`src/rtl/anim_pkg.sv`:
```
// Shared types and constants for the animation scheduler slice.
// Pure definitions; no latency or backpressure of its own.
package anim_pkg;

    typedef enum logic [1:0] {
        ST_IDLE  = 2'd0,
        ST_ARMED = 2'd1,
        ST_PLAY  = 2'd2
    } state_t;

    localparam logic [1:0] ANIM_IDLE  = 2'd0;
    localparam logic [1:0] ANIM_HAPPY = 2'd1;
    localparam logic [1:0] ANIM_EAT   = 2'd2;
    localparam logic [1:0] ANIM_SLEEP = 2'd3;

    localparam logic [15:0] COLOR_DEFAULT = 16'h2935;

    localparam int LCD_W_DEF = 132;
    localparam int LCD_H_DEF = 162;

    // Highest animation id wins.
    function automatic logic [1:0] pick_winner(input logic [2:0] p);
        if (p[2]) return ANIM_SLEEP;
        if (p[1]) return ANIM_EAT;
        if (p[0]) return ANIM_HAPPY;
        return ANIM_IDLE;
    endfunction

    function automatic logic [2:0] anim_bit(input logic [1:0] id);
        case (id)
            ANIM_HAPPY: return 3'b001;
            ANIM_EAT:   return 3'b010;
            ANIM_SLEEP: return 3'b100;
            default:    return 3'b000;
        endcase
    endfunction

endpackage

```
`src/rtl/lcd_frame_tracker.sv`:
```
// Flags the first (0,0) fetch of each LCD frame; frame_start is combinational, same cycle.
// No backpressure: follows the LCD driver's address stream, ignoring off-panel addresses.
module lcd_frame_tracker #(
    parameter int LCD_W = anim_pkg::LCD_W_DEF,
    parameter int LCD_H = anim_pkg::LCD_H_DEF
) (
    input  logic       clk,
    input  logic       rst,
    input  logic [7:0] lcd_addr_x,
    input  logic [7:0] lcd_addr_y,
    output logic       frame_start
);

    localparam logic [8:0] X_LIM = 9'(LCD_W);
    localparam logic [8:0] Y_LIM = 9'(LCD_H);

    logic [7:0] prev_x;
    logic [7:0] prev_y;
    logic       in_range;
    logic       at_origin;

    assign in_range    = ({1'b0, lcd_addr_x} < X_LIM) && ({1'b0, lcd_addr_y} < Y_LIM);
    assign at_origin   = (lcd_addr_x == 8'd0) && (lcd_addr_y == 8'd0);
    assign frame_start = at_origin && ((prev_x != 8'd0) || (prev_y != 8'd0));

    // Off-panel addresses are not remembered, so they can neither start nor suppress a frame.
    always_ff @(posedge clk) begin
        if (rst) begin
            prev_x <= 8'd0;
            prev_y <= 8'd0;
        end else if (in_range) begin
            prev_x <= lcd_addr_x;
            prev_y <= lcd_addr_y;
        end
    end

endmodule

```
`src/rtl/anim_scheduler.sv`:
```
// Queues animation requests and switches the displayed source only at frame boundaries.
// pix_data is a zero-latency mux; requests are edge-latched, so no backpressure is needed.
module anim_scheduler #(
    parameter int LCD_W       = anim_pkg::LCD_W_DEF,
    parameter int LCD_H       = anim_pkg::LCD_H_DEF,
    parameter int PLAY_FRAMES = 8
) (
    input  logic        clk,
    input  logic        rst,
    input  logic [2:0]  req,
    input  logic [7:0]  lcd_addr_x,
    input  logic [7:0]  lcd_addr_y,
    input  logic [15:0] src_data0,
    input  logic [15:0] src_data1,
    input  logic [15:0] src_data2,
    input  logic [15:0] src_data3,
    output logic [15:0] pix_data,
    output logic [1:0]  anim_sel,
    output logic [7:0]  frame_idx,
    output logic        busy
);

    import anim_pkg::*;

    localparam logic [7:0] LAST_FRAME = 8'(PLAY_FRAMES - 1);

    state_t     state;
    logic [2:0] pending;
    logic [2:0] req_hist;
    logic [2:0] req_edge;
    logic [2:0] clr_bit;
    logic [1:0] winner;
    logic       frame_start;
    logic       last_frame;
    logic       take;

    lcd_frame_tracker #(
        .LCD_W (LCD_W),
        .LCD_H (LCD_H)
    ) u_tracker (
        .clk         (clk),
        .rst         (rst),
        .lcd_addr_x  (lcd_addr_x),
        .lcd_addr_y  (lcd_addr_y),
        .frame_start (frame_start)
    );

    assign req_edge   = req & ~req_hist;
    assign winner     = pick_winner(pending);
    assign last_frame = (frame_idx == LAST_FRAME);

    always_comb begin
        take = 1'b0;
        case (state)
            ST_ARMED: take = frame_start;
            ST_PLAY:  take = frame_start && last_frame && (pending != 3'b000);
            default:  take = 1'b0;
        endcase
    end

    assign clr_bit = take ? anim_bit(winner) : 3'b000;

    // A fresh edge is OR-ed in after the clear, so a re-request of the winner survives as a replay.
    always_ff @(posedge clk) begin
        if (rst) begin
            state     <= ST_IDLE;
            pending   <= 3'b000;
            req_hist  <= 3'b000;
            anim_sel  <= ANIM_IDLE;
            frame_idx <= 8'd0;
        end else begin
            req_hist <= req;
            pending  <= (pending & ~clr_bit) | req_edge;
            case (state)
                ST_IDLE: begin
                    if (pending != 3'b000) state <= ST_ARMED;
                end
                ST_ARMED: begin
                    if (frame_start) begin
                        state     <= ST_PLAY;
                        anim_sel  <= winner;
                        frame_idx <= 8'd0;
                    end
                end
                ST_PLAY: begin
                    if (frame_start) begin
                        if (!last_frame) begin
                            frame_idx <= frame_idx + 8'd1;
                        end else if (pending != 3'b000) begin
                            anim_sel  <= winner;
                            frame_idx <= 8'd0;
                        end else begin
                            state     <= ST_IDLE;
                            anim_sel  <= ANIM_IDLE;
                            frame_idx <= 8'd0;
                        end
                    end
                end
                default: state <= ST_IDLE;
            endcase
        end
    end

    assign busy = (state == ST_PLAY);

    always_comb begin
        pix_data = COLOR_DEFAULT;
        case (anim_sel)
            2'd0:    pix_data = src_data0;
            2'd1:    pix_data = src_data1;
            2'd2:    pix_data = src_data2;
            2'd3:    pix_data = src_data3;
            default: pix_data = COLOR_DEFAULT;
        endcase
    end

endmodule

```
`config.mk`:
```
export PLATFORM = sky130hd
export DESIGN_NAME = anim_scheduler
export DESIGN_NICKNAME = d
export VERILOG_FILES = /design/src/rtl/anim_pkg.sv /design/src/rtl/lcd_frame_tracker.sv /design/src/rtl/anim_scheduler.sv
export SDC_FILE = /design/constraint.sdc
export NUM_CORES = 1
export LEC_CHECK = 0
export ABC_CLOCK_PERIOD_IN_PS = 3000
export CAP_MARGIN = 10
export CORE_UTILIZATION = 38
export DETAILED_ROUTE_END_ITERATION = 6
export MAX_ROUTING_LAYER = met4
export PLACE_DENSITY = 0.8
export RECOVER_POWER = 100
export SLEW_MARGIN = 20
export SYNTH_ARGS = -nofsm -noshare
export SYNTH_HDL_FRONTEND = slang
export SYNTH_SLANG_ARGS = --single-unit
export TNS_END_PERCENT = 1
```
`constraint.sdc`:
```
create_clock -name clk -period 3 [get_ports clk]
set_input_delay 0.3 -clock clk [delete_from_list [all_inputs] [get_ports clk]]
set_output_delay 0.3 -clock clk [all_outputs]
set_load 0.01 [all_outputs]
```
==> results of run 1 <==
## where the power goes
group / leakage (nW) / internal (mW) / switching (mW)
clock network: 0.0482 / 0.185 / 0.159
logic: 0.900 / 0.223 / 0.176
registers: 0.278 / 0.479 / 0.0185
## how the worst max path moves through the flow
stage / start / to / cells after the start
3_5_place_dp: lcd_addr_x[3] / pending[0] / 6
2_1_floorplan: anim_sel[0] / pix_data[10] / 3
6_report: anim_sel[1] / pix_data[3] / 3
4_1_cts: lcd_addr_x[3] / pending[0] / 6
5_1_grt: anim_sel[0] / pix_data[3] / 3
3_3_place_gp: lcd_addr_x[3] / pending[0] / 6
## state kept, by name, summed over array words and instances (netlist names)
| register | cells |
|---|---|
| u_tracker.prev_x | 8 |
| u_tracker.prev_y | 8 |
| req_hist | 3 |
| anim_sel | 2 |
| pending | 3 |
| frame_idx | 8 |
| state | 2 |
## cells in the mapped netlist, drive strengths merged
cell type,n
a21bo,1
or2,1
mux2i,16
o21ai,8
nor2b,6
nor3,6
or3,3
or4b,1
a32o,1
a22oi,1
nor4bb,1
o211ai,4
a222oi,1
o31ai,3
nor2,21
inv,9
nor4,5
ha,4
nand3,5
or4,4
nand4,2
a2111oi,1
nor4b,1
o311ai,1
and2,3
and3,3
a21oi,10
clkbuf,8
nand2,8
mux4,16
a41oi,1
nand2b,5
buf,2
a31oi,1
dfxtp,34
## critical path, delay by kind of cell (launching register included)
kind / cells / cell delay [ns]
buffers and inverters: 2 / 1.09
DFF: 1 / 0.54
muxes: 1 / 0.40
## metrics by stage
| step | power, mW | std cells | instance area [sq um] | util, % | hold WS [ns] |
|---|---|---|---|---|---|
| after detailed placement | 0.931 | 371 | 3170 | 65.4 | 0.468 |
| final | 1.24 | 379 | 3230 | 66.5 | 0.484 |
| after floorplan | 0.726 | 197 | 1970 | - | 0.383 |
| after CTS | 1.27 | 379 | 3260 | 67.3 | 0.483 |
| after global routing | 1.32 | 379 | 3230 | 66.5 | 0.519 |
| after global placement | 0.921 | 371 | 3170 | 65.4 | 0.465 |
## cell usage in the layout (no fill, tap or decap), types with 5 or more instances in the layout
master | netlist | final
clkbuf_1 | 8 | 6
nand2_1 | 8 | 8
dlygate4sd3_1 | 0 | 26
nor4_1 | 5 | 5
clkdlybuf4s50_1 | 0 | 85
a21oi_1 | 10 | 10
inv_1 | 9 | 9
nor3_1 | 5 | 5
nand2b_1 | 5 | 5
nor2b_1 | 6 | 6
nor2_1 | 21 | 21
mux4_2 | 16 | 16
dfxtp_1 | 34 | 34
clkbuf_8 | 0 | 6
mux2i_1 | 16 | 16
o21ai_0 | 8 | 8
nand3_1 | 5 | 5
## cells by family (layout without fill, tap and decap cells)
group,after synthesis,after routing
AO/OA/AOI/OAI,33,33
AND/OR/NAND/NOR,75,75
buffers and inverters,19,134
multiplexers,32,32
adder cells (fa/ha/maj),4,4
flip-flops,34,34
## cell type report
type	instances	area (sq um)	share of cell area [%]
Clock buffer	7	86.3	2.68
Multi-Input combinational cell	144	1200	37.2
Clock inverter	1	5.00	0.155
Inverter	9	33.8	1.05
Tap cell	67	83.8	2.60
Sequential cell	34	681	21.1
Timing Repair Buffer	117	1130	35.2
## routing by layer
layer / vias up / share of wire (%) / global-route usage, %
met5: - / 0 / -
met4: 0 / 2.6 / 8.12
met3: 18 / 9.6 / 6.50
met2: 94 / 49 / 38.0
met1: 926 / 39 / 24.2
li1: 969 / - / -
==> metrics.csv, run 1 <==
stage,metric,value,unit
run_status,status,"complete, no violations",
yosys,XOR/XNOR Fraction of Synth Area,0,%
floorplan,die outline width,74.0,microns
routing,DRC errors left,0,
sta,"Min Clock Period, post-route",2.61,ns
sta,Max Slew Vio Count,0,
critical_path,Slowest Stage Delay on Critical Path,0.62,ns
placement,HPWL Detailed,4.78,mm
clock_network,TritonCTS buffer count,5,
routing,ANT nets after route,0,
routing,1st-iter DRT viols,41,
sta,clk_skew,0.00576,ns
pwr,Max VDD drop,354,uV
critical_path,CP Class,reg2out,
finish,layout cell share with drive strength beyond 1,8.97,%
clock_network,CTS sink cnt,34,
global_routing,first-pass GRT wire length,8.83,mm
floorplan,area of the die,0.00548,sq mm
floorplan,initial core utilization,40.6,%
finish,n_diodes,0,
sta,RSZ-0062 raised after global routing,false,
clock_network,Worst-path clk slew,0.07,ns
clock_network,H-tree depth,2,
clock_network,Skew-Pair Late Insertion Delay,0.28,ns
worst_hold_path,HP Class,reg2reg,
clock_network,CTS tree,done,
yosys,main combinational cell family by area after synthesis,multiplexers,
worst_hold_path,Worst Hold End,state[0],
yosys,mux cell area share after synthesis,26.4,%
critical_path,Reg2Reg Depth,6,
yosys,synth unique cells,38,
yosys,register bit total from synthesis,34,
routing,via count,2007,
critical_path,"slowest stage cell, crit path",dlygate4sd3_1,
clock_network,cts repair resizes,0,
global_routing,number of global-route vias before repair,1885,
sta,ratio of final minimum period to clock period,87.1,%
sta,worst slew pin tran,1.02,ns
sta,Max Clk Rate,0.383,GHz
critical_path,crit start category,flip-flop,
yosys,Syn Area/Cell,10.0,sq um
critical_path,CP Cell Sequence,"clkbuf_1, mux4_2, dlygate4sd3_1",
routing,Detailed Routing Iterations Pass 1,4,
placement,Setup WS pre-CTS,0.228,ns
pwr,Lkg Pwr,1.23,nW
critical_path,Reg2Reg Setup Slack,0.85,ns
run,Max Cap Viol,0,
global_routing,gr usage total,22.1,%
critical_path,worst r2r src,u_tracker.prev_y[2],
global_routing,gr ovfl total,0,
critical_path,"Arr. time, crit path",2.31,ns
clock_network,root buf cell,clkbuf_8,
routing,drt wl/cell,15.7,microns
routing,overall routed net length,5.93,mm
yosys,Synth top area share,34.5,%
clock_network,hold buffer count at cts,0,
yosys,Adder-Cell Fraction of Synth Area,2.54,%
finish,fin nets,400,
yosys,most area-consuming cells after synthesis,"dfxtp_1 (35%), mux4_2 (18%), mux2i_1 (8.1%), nor2_1 (4.0%), a21oi_1 (2.5%)",
yosys,sequential-to-total area share from yosys stat,34.5,%
worst_hold_path,hold path depth,2,
critical_path,crit end category,primary output,
sta,Fin. Hold Viols,0,
placement,Placer Congestion,0.795,
global_routing,largest net degree at the start of global routing,26,
yosys,"area leader, netlist",dfxtp_1,
sta,PnR worst setup slack,0.388,ns
yosys,"Cell Area, Synth",0.00197,sq mm
worst_hold_path,worst hold start,state[0],
sta,endpoints failing setup,0,
finish,Area Overhead vs Synth,63.7,%
yosys,Mapped Cells,197,
floorplan,# rows,25,
finish,Fill cells,418,
clock_network,Max Root-Sink Buffers,2,
sta,slew margin rel.,32.3,%
placement,port bufs,111,
critical_path,CP required,2.70,ns
routing,vias per cell,5.30,
yosys,Yosys warnings,0,
yosys,post-synthesis compound-gate area fraction,11.2,%
floorplan,Core ar.,0.00485,sq mm
sta,setup_tns,0,ns
critical_path,worst r2r dst,frame_idx[6],
global_routing,initial antenna violation count,0,
critical_path,worst-path fanout max,11,
floorplan,height of the die,74.0,microns
floorplan,I/O pins,112,
clock_network,Post CTS Setup Buffer Count,0,
yosys,Syn Nets,286,
yosys,Synth Area in Simple Gates,21.7,%
pwr,PwrDens,385,mW/mm^2
Note: power is estimated with default switching activity, not from simulation.
==> run 2: changes to the inputs <==
--- a/config.mk
+++ b/config.mk
@@ -12,7 +12,8 @@
 export MAX_ROUTING_LAYER = met4
 export PLACE_DENSITY = 0.8
 export RECOVER_POWER = 100
-export SLEW_MARGIN = 20
+export SKIP_LAST_GASP = 1
+export SLEW_MARGIN = 15
 export SYNTH_ARGS = -nofsm -noshare
 export SYNTH_HDL_FRONTEND = slang
 export SYNTH_SLANG_ARGS = --single-unit
==> results of run 2 <==
No change in the layout: final DEF, timing and power equal those of run 1.
==> run 3: changes to the inputs <==
--- a/config.mk
+++ b/config.mk
@@ -9,7 +9,6 @@
 export CAP_MARGIN = 10
 export CORE_UTILIZATION = 38
 export DETAILED_ROUTE_END_ITERATION = 6
-export MAX_ROUTING_LAYER = met4
 export PLACE_DENSITY = 0.8
 export RECOVER_POWER = 100
 export SKIP_LAST_GASP = 1
==> metrics.csv, run 3 (synthesized netlist as in run 1, its figures left out) <==
stage,metric,value,unit,change
run_status,status,"complete, no violations",,
finish,Post-Layout Inst Area,0.00323,sq mm,unchanged
placement,HPWL Detailed,4.78,mm,unchanged
critical_path,"Arr. time, crit path",2.31,ns,about the same
critical_path,worst r2r src,u_tracker.prev_y[2],,
finish,Fill cells,418,,unchanged
sta,ratio of final minimum period to clock period,87.1,%,about the same
finish,n_diodes,0,,unchanged
clock_network,hold buffer count at cts,0,,unchanged
floorplan,die outline width,74.0,microns,unchanged
critical_path,worst r2r dst,frame_idx[6],,
clock_network,H-tree depth,2,,unchanged
finish,Area Overhead vs Synth,63.7,%,unchanged
clock_network,Max Root-Sink Buffers,2,,unchanged
pwr,Max VDD drop,353,uV,-0.17%
global_routing,gr ovfl total,0,,unchanged
routing,DRC errors left,0,,unchanged
sta,Max Slew Vio Count,0,,unchanged
critical_path,Reg2Reg Depth,6,,unchanged
routing,overall routed net length,5.93,mm,about the same
finish,layout cell share with drive strength beyond 1,8.97,%,unchanged
clock_network,CTS sink cnt,34,,unchanged
critical_path,crit end category,primary output,,
worst_hold_path,hold path depth,2,,unchanged
floorplan,height of the die,74.0,microns,unchanged
worst_hold_path,worst hold start,state[0],,
global_routing,number of global-route vias before repair,1889,,+0.21%
clock_network,root buf cell,clkbuf_8,,
sta,slew margin rel.,32.3,%,-0.050 points
worst_hold_path,HP Class,reg2reg,,
sta,PnR worst setup slack,0.388,ns,+0.000661 ns
placement,port bufs,111,,unchanged
finish,Largest regs,"frame_idx x8, u_tracker.prev_x x8, u_tracker.prev_y x8",,
clock_network,Skew-Pair Late Insertion Delay,0.28,ns,about the same
global_routing,largest net degree at the start of global routing,26,,unchanged
pwr,PwrDens,385,mW/mm^2,about the same
clock_network,cts repair resizes,0,,unchanged
critical_path,CP required,2.70,ns,about the same
placement,Placed Area,0.00317,sq mm,unchanged
placement,Setup WS pre-CTS,0.228,ns,unchanged
routing,vias per cell,5.27,,-0.50%
critical_path,CP Class,reg2out,,
critical_path,worst-path fanout max,11,,unchanged
sta,endpoints failing setup,0,,unchanged
routing,via count,1997,,-0.50%
sta,setup_tns,0,ns,unchanged
critical_path,crit start category,flip-flop,,
sta,Fin. Hold Viols,0,,unchanged
sta,RSZ-0062 raised after global routing,false,,
placement,Placer Congestion,0.784,,-1.4%
clock_network,CTS tree,done,,
sta,Max Clk Rate,0.383,GHz,about the same
global_routing,initial antenna violation count,0,,unchanged
clock_network,Worst-path clk slew,0.07,ns,about the same
finish,fin nets,400,,unchanged
routing,drt wl/cell,15.6,microns,about the same
run,Max Cap Viol,0,,unchanged
floorplan,# rows,25,,unchanged
floorplan,I/O pins,112,,unchanged
global_routing,gr usage total,21.5,%,-0.69 points
critical_path,Reg2Reg Setup Slack,0.85,ns,about the same
sta,clk_skew,0.00568,ns,-0.0000870 ns
finish,"commonest cells after routing, fill and taps aside","clkdlybuf4s50_1 (85), dfxtp_1 (34), dlygate4sd3_1 (26)",,
sta,worst slew pin tran,1.02,ns,+0.000751 ns
sta,"Min Clock Period, post-route",2.61,ns,-0.000661 ns
routing,1st-iter DRT viols,38,,-7.3%
routing,Detailed Routing Iterations Pass 1,4,,unchanged
global_routing,first-pass GRT wire length,8.82,mm,about the same
floorplan,Core ar.,0.00485,sq mm,unchanged
worst_hold_path,Worst Hold End,state[0],,
pwr,Lkg Pwr,1.23,nW,unchanged
finish,"commonest non-fill, non-tap cell in the layout",clkdlybuf4s50_1,,
floorplan,area of the die,0.00548,sq mm,unchanged
clock_network,Post CTS Setup Buffer Count,0,,unchanged
clock_network,TritonCTS buffer count,5,,unchanged
floorplan,initial core utilization,40.6,%,unchanged
routing,ANT nets after route,0,,unchanged
-- run 3: cell counts in the layout (fill, tap and decap cells not counted) --
No cell type changed its count.
-- run 3: metal layers --
| metal | part of all wire [%] | up-vias | global-route usage (%) |
|---|---|---|---|
| li1 | - | 970 | - |
| met3 | 9.5 | 13 | 6.50 |
| met4 | 2.5 | 0 | 8.12 |
| met2 | 49 | 95 | 38.1 |
| met1 | 39 | 919 | 24.1 |
| met5 | 0 | - | 0 |
-- run 3: where the power goes --
group	switching (mW)	internal, mW	leakage, nW
combinational	0.177	0.223	0.900
sequential	0.0183	0.479	0.278
clock	0.159	0.185	0.0482
-- run 3: worst max-delay path: stages, from the launching register on --
cell           delay, ns
dfxtp_1             0.54
clkbuf_1            0.47
mux4_2              0.40
dlygate4sd3_1       0.62
-- run 3: per-stage QoR --
stage	power [mW]	util, %	hold slack, ns	instances
after floorplan	0.726	-	0.383	197
after global placement	0.921	65.4	0.465	371
after detailed placement	0.931	65.4	0.468	371
after CTS	1.27	67.3	0.483	379
after global routing	1.32	66.5	0.519	379
final	1.24	66.5	0.483	379
-- run 3: final cells by class --
type / count / area (sq um) / area share, %
Tap cell: 67 / 83.8 / 2.60
Multi-Input combinational cell: 144 / 1200 / 37.2
Clock inverter: 1 / 5.00 / 0.155
Sequential cell: 34 / 681 / 21.1
Inverter: 9 / 33.8 / 1.05
Timing Repair Buffer: 117 / 1130 / 35.2
Clock buffer: 7 / 86.3 / 2.68
-- run 3: worst max path at each step --
stage,from,end,slack [ns],depth (start not counted)
after floorplan,anim_sel[0],pix_data[10],0.79,3
after global placement,lcd_addr_x[3],pending[0],0.28,6
after detailed placement,lcd_addr_x[3],pending[0],0.23,6
after CTS,lcd_addr_x[3],pending[0],0.50,6
after global routing,anim_sel[0],pix_data[3],0.23,3
final,anim_sel[1],pix_data[3],0.39,3
==> patch 1: new RTL, settings of run 2 <==
Put a register stage on the output `pix_data`, with the module's reset. The value now appears one clock later. The other outputs are not delayed to match. Comments in the files are not updated.
--- a/src/rtl/anim_scheduler.sv
+++ b/src/rtl/anim_scheduler.sv
@@ -25,2 +25,4 @@
     localparam logic [7:0] LAST_FRAME = 8'(PLAY_FRAMES - 1);
+
+    logic [15:0] pix_data_d;
 
@@ -106,10 +108,18 @@
     always_comb begin
-        pix_data = COLOR_DEFAULT;
+        pix_data_d = COLOR_DEFAULT;
         case (anim_sel)
-            2'd0:    pix_data = src_data0;
-            2'd1:    pix_data = src_data1;
-            2'd2:    pix_data = src_data2;
-            2'd3:    pix_data = src_data3;
-            default: pix_data = COLOR_DEFAULT;
+            2'd0:    pix_data_d = src_data0;
+            2'd1:    pix_data_d = src_data1;
+            2'd2:    pix_data_d = src_data2;
+            2'd3:    pix_data_d = src_data3;
+            default: pix_data_d = COLOR_DEFAULT;
         endcase
+    end
+
+    always_ff @(posedge clk) begin
+        if (rst) begin
+            pix_data <= '0;
+        end else begin
+            pix_data <= pix_data_d;
+        end
     end
Behaviour: not the same (a bounded check fails within 4 cycles, from zero or initial values and one cycle with rst high).
==> patch 1 against run 2 <==
- clock skew increased by 0.0047 ns
- count of clock-buffer cells in the layout decreased by 1
- total power up 13%
- non-clock buffer count shrank 3
- first-iteration DRC count grew 27%
- cell area is 13% higher
- area after synthesis rose by 23%
- routed wire length increased by 7.0%
- setup slack gained 0.23 ns
- sequential cell count up 16
- largest power group unchanged
- highest routed layer unchanged
==> patch 1: results <==
{
  "path_clk_slew_ns": 0.09,
  "min_to": "u_tracker.prev_y[7]$_SDFFE_PP0P_",
  "use_met2_pct": 36.6,
  "synth_seq_area_share_pct": 41.5,
  "numPlacedInstances": 408,
  "grt_pass1_vias": 2112,
  "synthTopCellsByCount": "dfxtp_1, nor2_1, and2_1, mux4_2, mux2i_1",
  "wl_met2_um": 3190,
  "antenna_found_initial": 0,
  "netlist_instances": 232,
  "htreeDepth": 2,
  "critical_path.max_stage_delay_ns": 0.65,
  "leakagePower_nw": 1.43,
  "reg2regPathDepth": 6,
  "powerComb_mw": 0.301,
  "place_hpwl_um": 4990,
  "skew_ns": 0.0105,
  "status": "complete, no violations",
  "routedWlPerCell_um": 15.3,
  "cp_max_fo": 14,
  "rrSetupSlack_ns": 0.85,
  "cts_buffers": 5,
  "largest_register_ffs": 16,
  "postSynth.asyncResetShare_pct": 0,
  "reg2reg_from": "state[0]$_SDFFE_PP0P_",
  "regMostFlops": "pix_data",
  "wl_met3_um": 478,
  "p_seq_mw": 0.719,
  "drt-vias-per-instance": 5.24,
  "critPathSlowestCell": "o21ai_0",
  "clock_latency_ns": 0.30,
  "ir_worst_vdd_v": 0.000243,
  "worst-slew-pin-transition_ns": 0.726,
  "drt_iter0_drc": 52,
  "synth_cell_type_count": 42,
  "drive_gt1_share_pct": 9.09,
  "min_path_type": "reg -> reg",
  "cp.arrival_ns": 2.55,
  "topRoutingLayerUsed": "met4",
  "globalplace.congestion": 0.832,
  "fin_nets": 429,
  "wl_um": 6350,
  "swShare_pct": 25.3,
  "wl_met1_um": 2620,
  "critical_path.startpoint": "lcd_addr_x[7]",
  "antenna_cells": 0,
  "yosysWarnings": 0,
  "grtUsageTotal_pct": 20.1,
  "global_route.usage.met1_pct": 22.1,
  "cp_top_family": "compound AO/OA/AOI/OAI gates",
  "drt_pass1_iterations": 4,
  "fillCellCount": 522,
  "grt.met3_usage_pct": 4.00,
  "grt_pass1_wl_um": 9850,
  "crit_path_end": "frame_idx[0]$_SDFFE_PP0P_",
  "synth_fp_nets": 321,
  "synth_area_leaders": "dfxtp_1, mux4_2, mux2i_1, and2_1, nor2_1",
  "worstHoldStart": "u_tracker.prev_y[7]$_SDFFE_PP0P_",
  "grt_max_degree": 27
}
## patch 1: cell count changes in the layout (fill, tap and decap cells not counted), sizes merged, moves of 3 or more
cell           delta
a21oi             +3
and2             +14
buf               +3
clkbuf            -7
clkdlybuf4s50     -4
dfxtp            +16
dlygate4sd3       +4
nand2             -3
nand2b            -3
nor2              +3
nor4              +3
o211ai            -4
o21ai             +4
or3               +3
## patch 1: through the flow
step | utilization, % | total power [mW] | setup WS (ns) | instance area (um^2) | hold slack [ns]
2_1_floorplan | - | 0.879 | 1.10 | 2410 | 0.428
3_3_place_gp | 59.4 | 1.04 | 0.657 | 3580 | 0.447
4_1_cts | 60.9 | 1.43 | 0.807 | 3670 | 0.464
6_report | 60.7 | 1.40 | 0.615 | 3660 | 0.466
3_5_place_dp | 59.4 | 1.05 | 0.607 | 3580 | 0.446
5_1_grt | 60.7 | 1.48 | 0.424 | 3660 | 0.477
## patch 1: worst reg2reg max path, cell delays in order (launching register included)
cell and delay (ns):
dfxtp_1 0.34, inv_1 0.08, ha_1 0.35, nor3b_1 0.34, a41oi_4 0.14, o21ai_0 0.66
nor2_1 0.11
## patch 1: layout make-up
type | instances | area [um^2] | share of cell area [%]
tap | 75 | 93.8 | 2.56
inverter | 9 | 33.8 | 0.923
clock buffer | 6 | 72.6 | 1.98
sequential | 50 | 1000 | 27.4
clock inverter | 2 | 13.8 | 0.376
timing repair buffer | 114 | 1130 | 31.0
multi-input combinational | 160 | 1310 | 35.8
## patch 1: logic make-up (layout without fill, tap and decap cells)
family	count (synthesis)	after routing	synth area share, %
AND/OR/NAND/NOR	86	86	20.6
flip-flops	50	50	41.5
AO/OA/AOI/OAI	39	39	10.8
multiplexers	30	30	20.7
buffers and inverters	22	131	3.94
adder cells (fa/ha/maj)	4	4	2.07
XOR/XNOR	1	1	0.363
==> patch 2: new RTL, settings of run 2 <==
Without the edit above. Change the parameter `PLAY_FRAMES` from 8 to 6.
--- a/src/rtl/anim_scheduler.sv
+++ b/src/rtl/anim_scheduler.sv
@@ -5,3 +5,3 @@
     parameter int LCD_H       = anim_pkg::LCD_H_DEF,
-    parameter int PLAY_FRAMES = 8
+    parameter int PLAY_FRAMES = 6
 ) (
Behaviour: no difference found for any inputs over 10 cycles, from zero or initial values and one cycle with rst high; that may be too few to reach the edited logic, so the function may still have changed.
==> patch 2 against run 2 <==
- register-to-register slack got worse by 0.03 ns
- largest power group unchanged
- fmax increased by 3.8%
- total power is 12% lower
- sequential cell count is the same
- routed wire length fell by 4.0%
- cell area grew 0.66%
- setup slack better by 0.097 ns
- area after synthesis up 2.3%
- cell count rose by 0.53%
- synthesized cell count rose by 0.51%
- first-iteration DRC count is 44% higher
- die area grew 2.2%
- critical endpoint is now u_tracker.prev_y[7]$_SDFFE_PP0P_
==> patch 2: results <==
{
  "grt_max_degree": 25,
  "antenna_found_initial": 0,
  "yosysWarnings": 0,
  "leakagePower_nw": 1.24,
  "wl_um": 5690,
  "cp_max_fo": 9,
  "globalplace.congestion": 0.878,
  "drt_iter0_drc": 59,
  "clock_latency_ns": 0.29,
  "synth_fp_nets": 288,
  "antenna_cells": 0,
  "grtUsageTotal_pct": 22.0,
  "post_cts.repair.setup_buffers": 0,
  "netlist_instances": 198,
  "skew_ns": 0.00550,
  "post_cts_resized": 0,
  "drive_gt1_share_pct": 10.3,
  "ir_worst_vdd_v": 0.000335,
  "largest_registers": "frame_idx x8, u_tracker.prev_x x8, u_tracker.prev_y x8",
  "drt_pass1_iterations": 4,
  "cp.arrival_ns": 2.71,
  "synth_cell_type_count": 49,
  "place_hpwl_um": 4710,
  "path_clk_slew_ns": 0.07,
  "status": "complete, no violations",
  "fin_nets": 400,
  "fillCellCount": 439,
  "drt-vias-per-instance": 5.31,
  "clk_path_buf_depth": 2,
  "routedWlPerCell_um": 14.9,
  "htreeDepth": 2,
  "min_path_type": "reg -> reg",
  "grt_pass1_wl_um": 8970,
  "synth_seq_area_share_pct": 33.8,
  "cts_buffers": 5,
  "synthTopCellsByCount": "dfxtp_1, nor2_1, mux4_2, mux2i_1, o21ai_0",
  "rrSetupSlack_ns": 0.82,
  "grt_pass1_vias": 2020,
  "max_slew_margin_pct": 22.4,
  "postSynth.asyncResetShare_pct": 0,
  "hold_ws_ns": 0.457,
  "port_buffers": 111,
  "placed_area_um2": 3190,
  "synth_area_leaders": "dfxtp_1, mux4_2, mux2i_1, nor2_1, ha_1",
  "cts-root-buf": "clkbuf_8",
  "numPlacedInstances": 373
}
[patch 2: cell types whose count changed in the layout (fill, tap and decap cells not counted), sizes merged, moves of 3 or more]
cell                  run 2  this run
o41ai                     0         3
clkbuf                   13         9
mux2i                    16        13
nand2                     8         5
o31ai                     3         7
dlygate4sd3              26        13
a21oi                    10         5
o21ai                     8        12
nor2                     21        25
nor3                      6         2
clkdlybuf4s50            85        98
[patch 2: per-layer routing]
metal | vias to the layer above | global-route usage, % | part of all wire, %
met5 | - | - | 0
met2 | 80 | 40.2 | 52
li1 | 981 | - | -
met4 | 0 | 8.60 | 2.5
met3 | 12 | 6.16 | 8.9
met1 | 950 | 22.1 | 37
[patch 2: stage by stage]
stage	worst slack, ns	util (%)
2_1_floorplan	0.980	-
3_3_place_gp	0.553	62.5
3_5_place_dp	0.468	62.5
4_1_cts	0.692	64.3
5_1_grt	0.339	63.6
6_report	0.484	63.6
[patch 2: path summary, 6_finish.rpt]
path / end / cells after the start / start
worst max-delay path: u_tracker.prev_y[7]$_SDFFE_PP0P_ / 7 / lcd_addr_y[2]
worst min-delay path: u_tracker.prev_x[7]$_SDFFE_PP0P_ / 2 / u_tracker.prev_x[7]$_SDFFE_PP0P_
worst max register to register: state[1]$_SDFFE_PP0P_ / 6 / frame_idx[0]$_SDFFE_PP0P_
worst min register to register: u_tracker.prev_x[7]$_SDFFE_PP0P_ / 2 / u_tracker.prev_x[7]$_SDFFE_PP0P_
[patch 2: logic make-up after synthesis]
group	Yosys count	share of synthesized area [%]
buffers and inverters	20	4.41
AO/OA/AOI/OAI	42	14.1
flip-flops	34	33.8
AND/OR/NAND/NOR	67	19.7
adder cells (fa/ha/maj)	5	3.10
multiplexers	30	24.9
[patch 2: final cells by class]
cell class	count	area share (%)
tap	70	2.70
timing repair buffer	115	35.0
clock inverter	1	0.154
sequential	34	21.0
clock buffer	7	2.66
multi-input combinational	144	37.4
inverter	10	1.16
[patch 2: power breakdown]
| part | internal (mW) | leakage [nW] | switching, mW | total (mW) |
|---|---|---|---|---|
| combinational | 0.171 | 0.917 | 0.0925 | 0.264 |
| sequential | 0.473 | 0.278 | 0.0123 | 0.485 |
| clock | 0.185 | 0.0482 | 0.162 | 0.347 |
[patch 2: critical path, cell delays in order]
cell and delay [ns]:
dlygate4sd3_1 0.56, or4_4 0.54, o221ai_1 0.20, o21ai_0 0.44
buf_4 0.36, nor2b_1 0.14, nor3_1 0.18
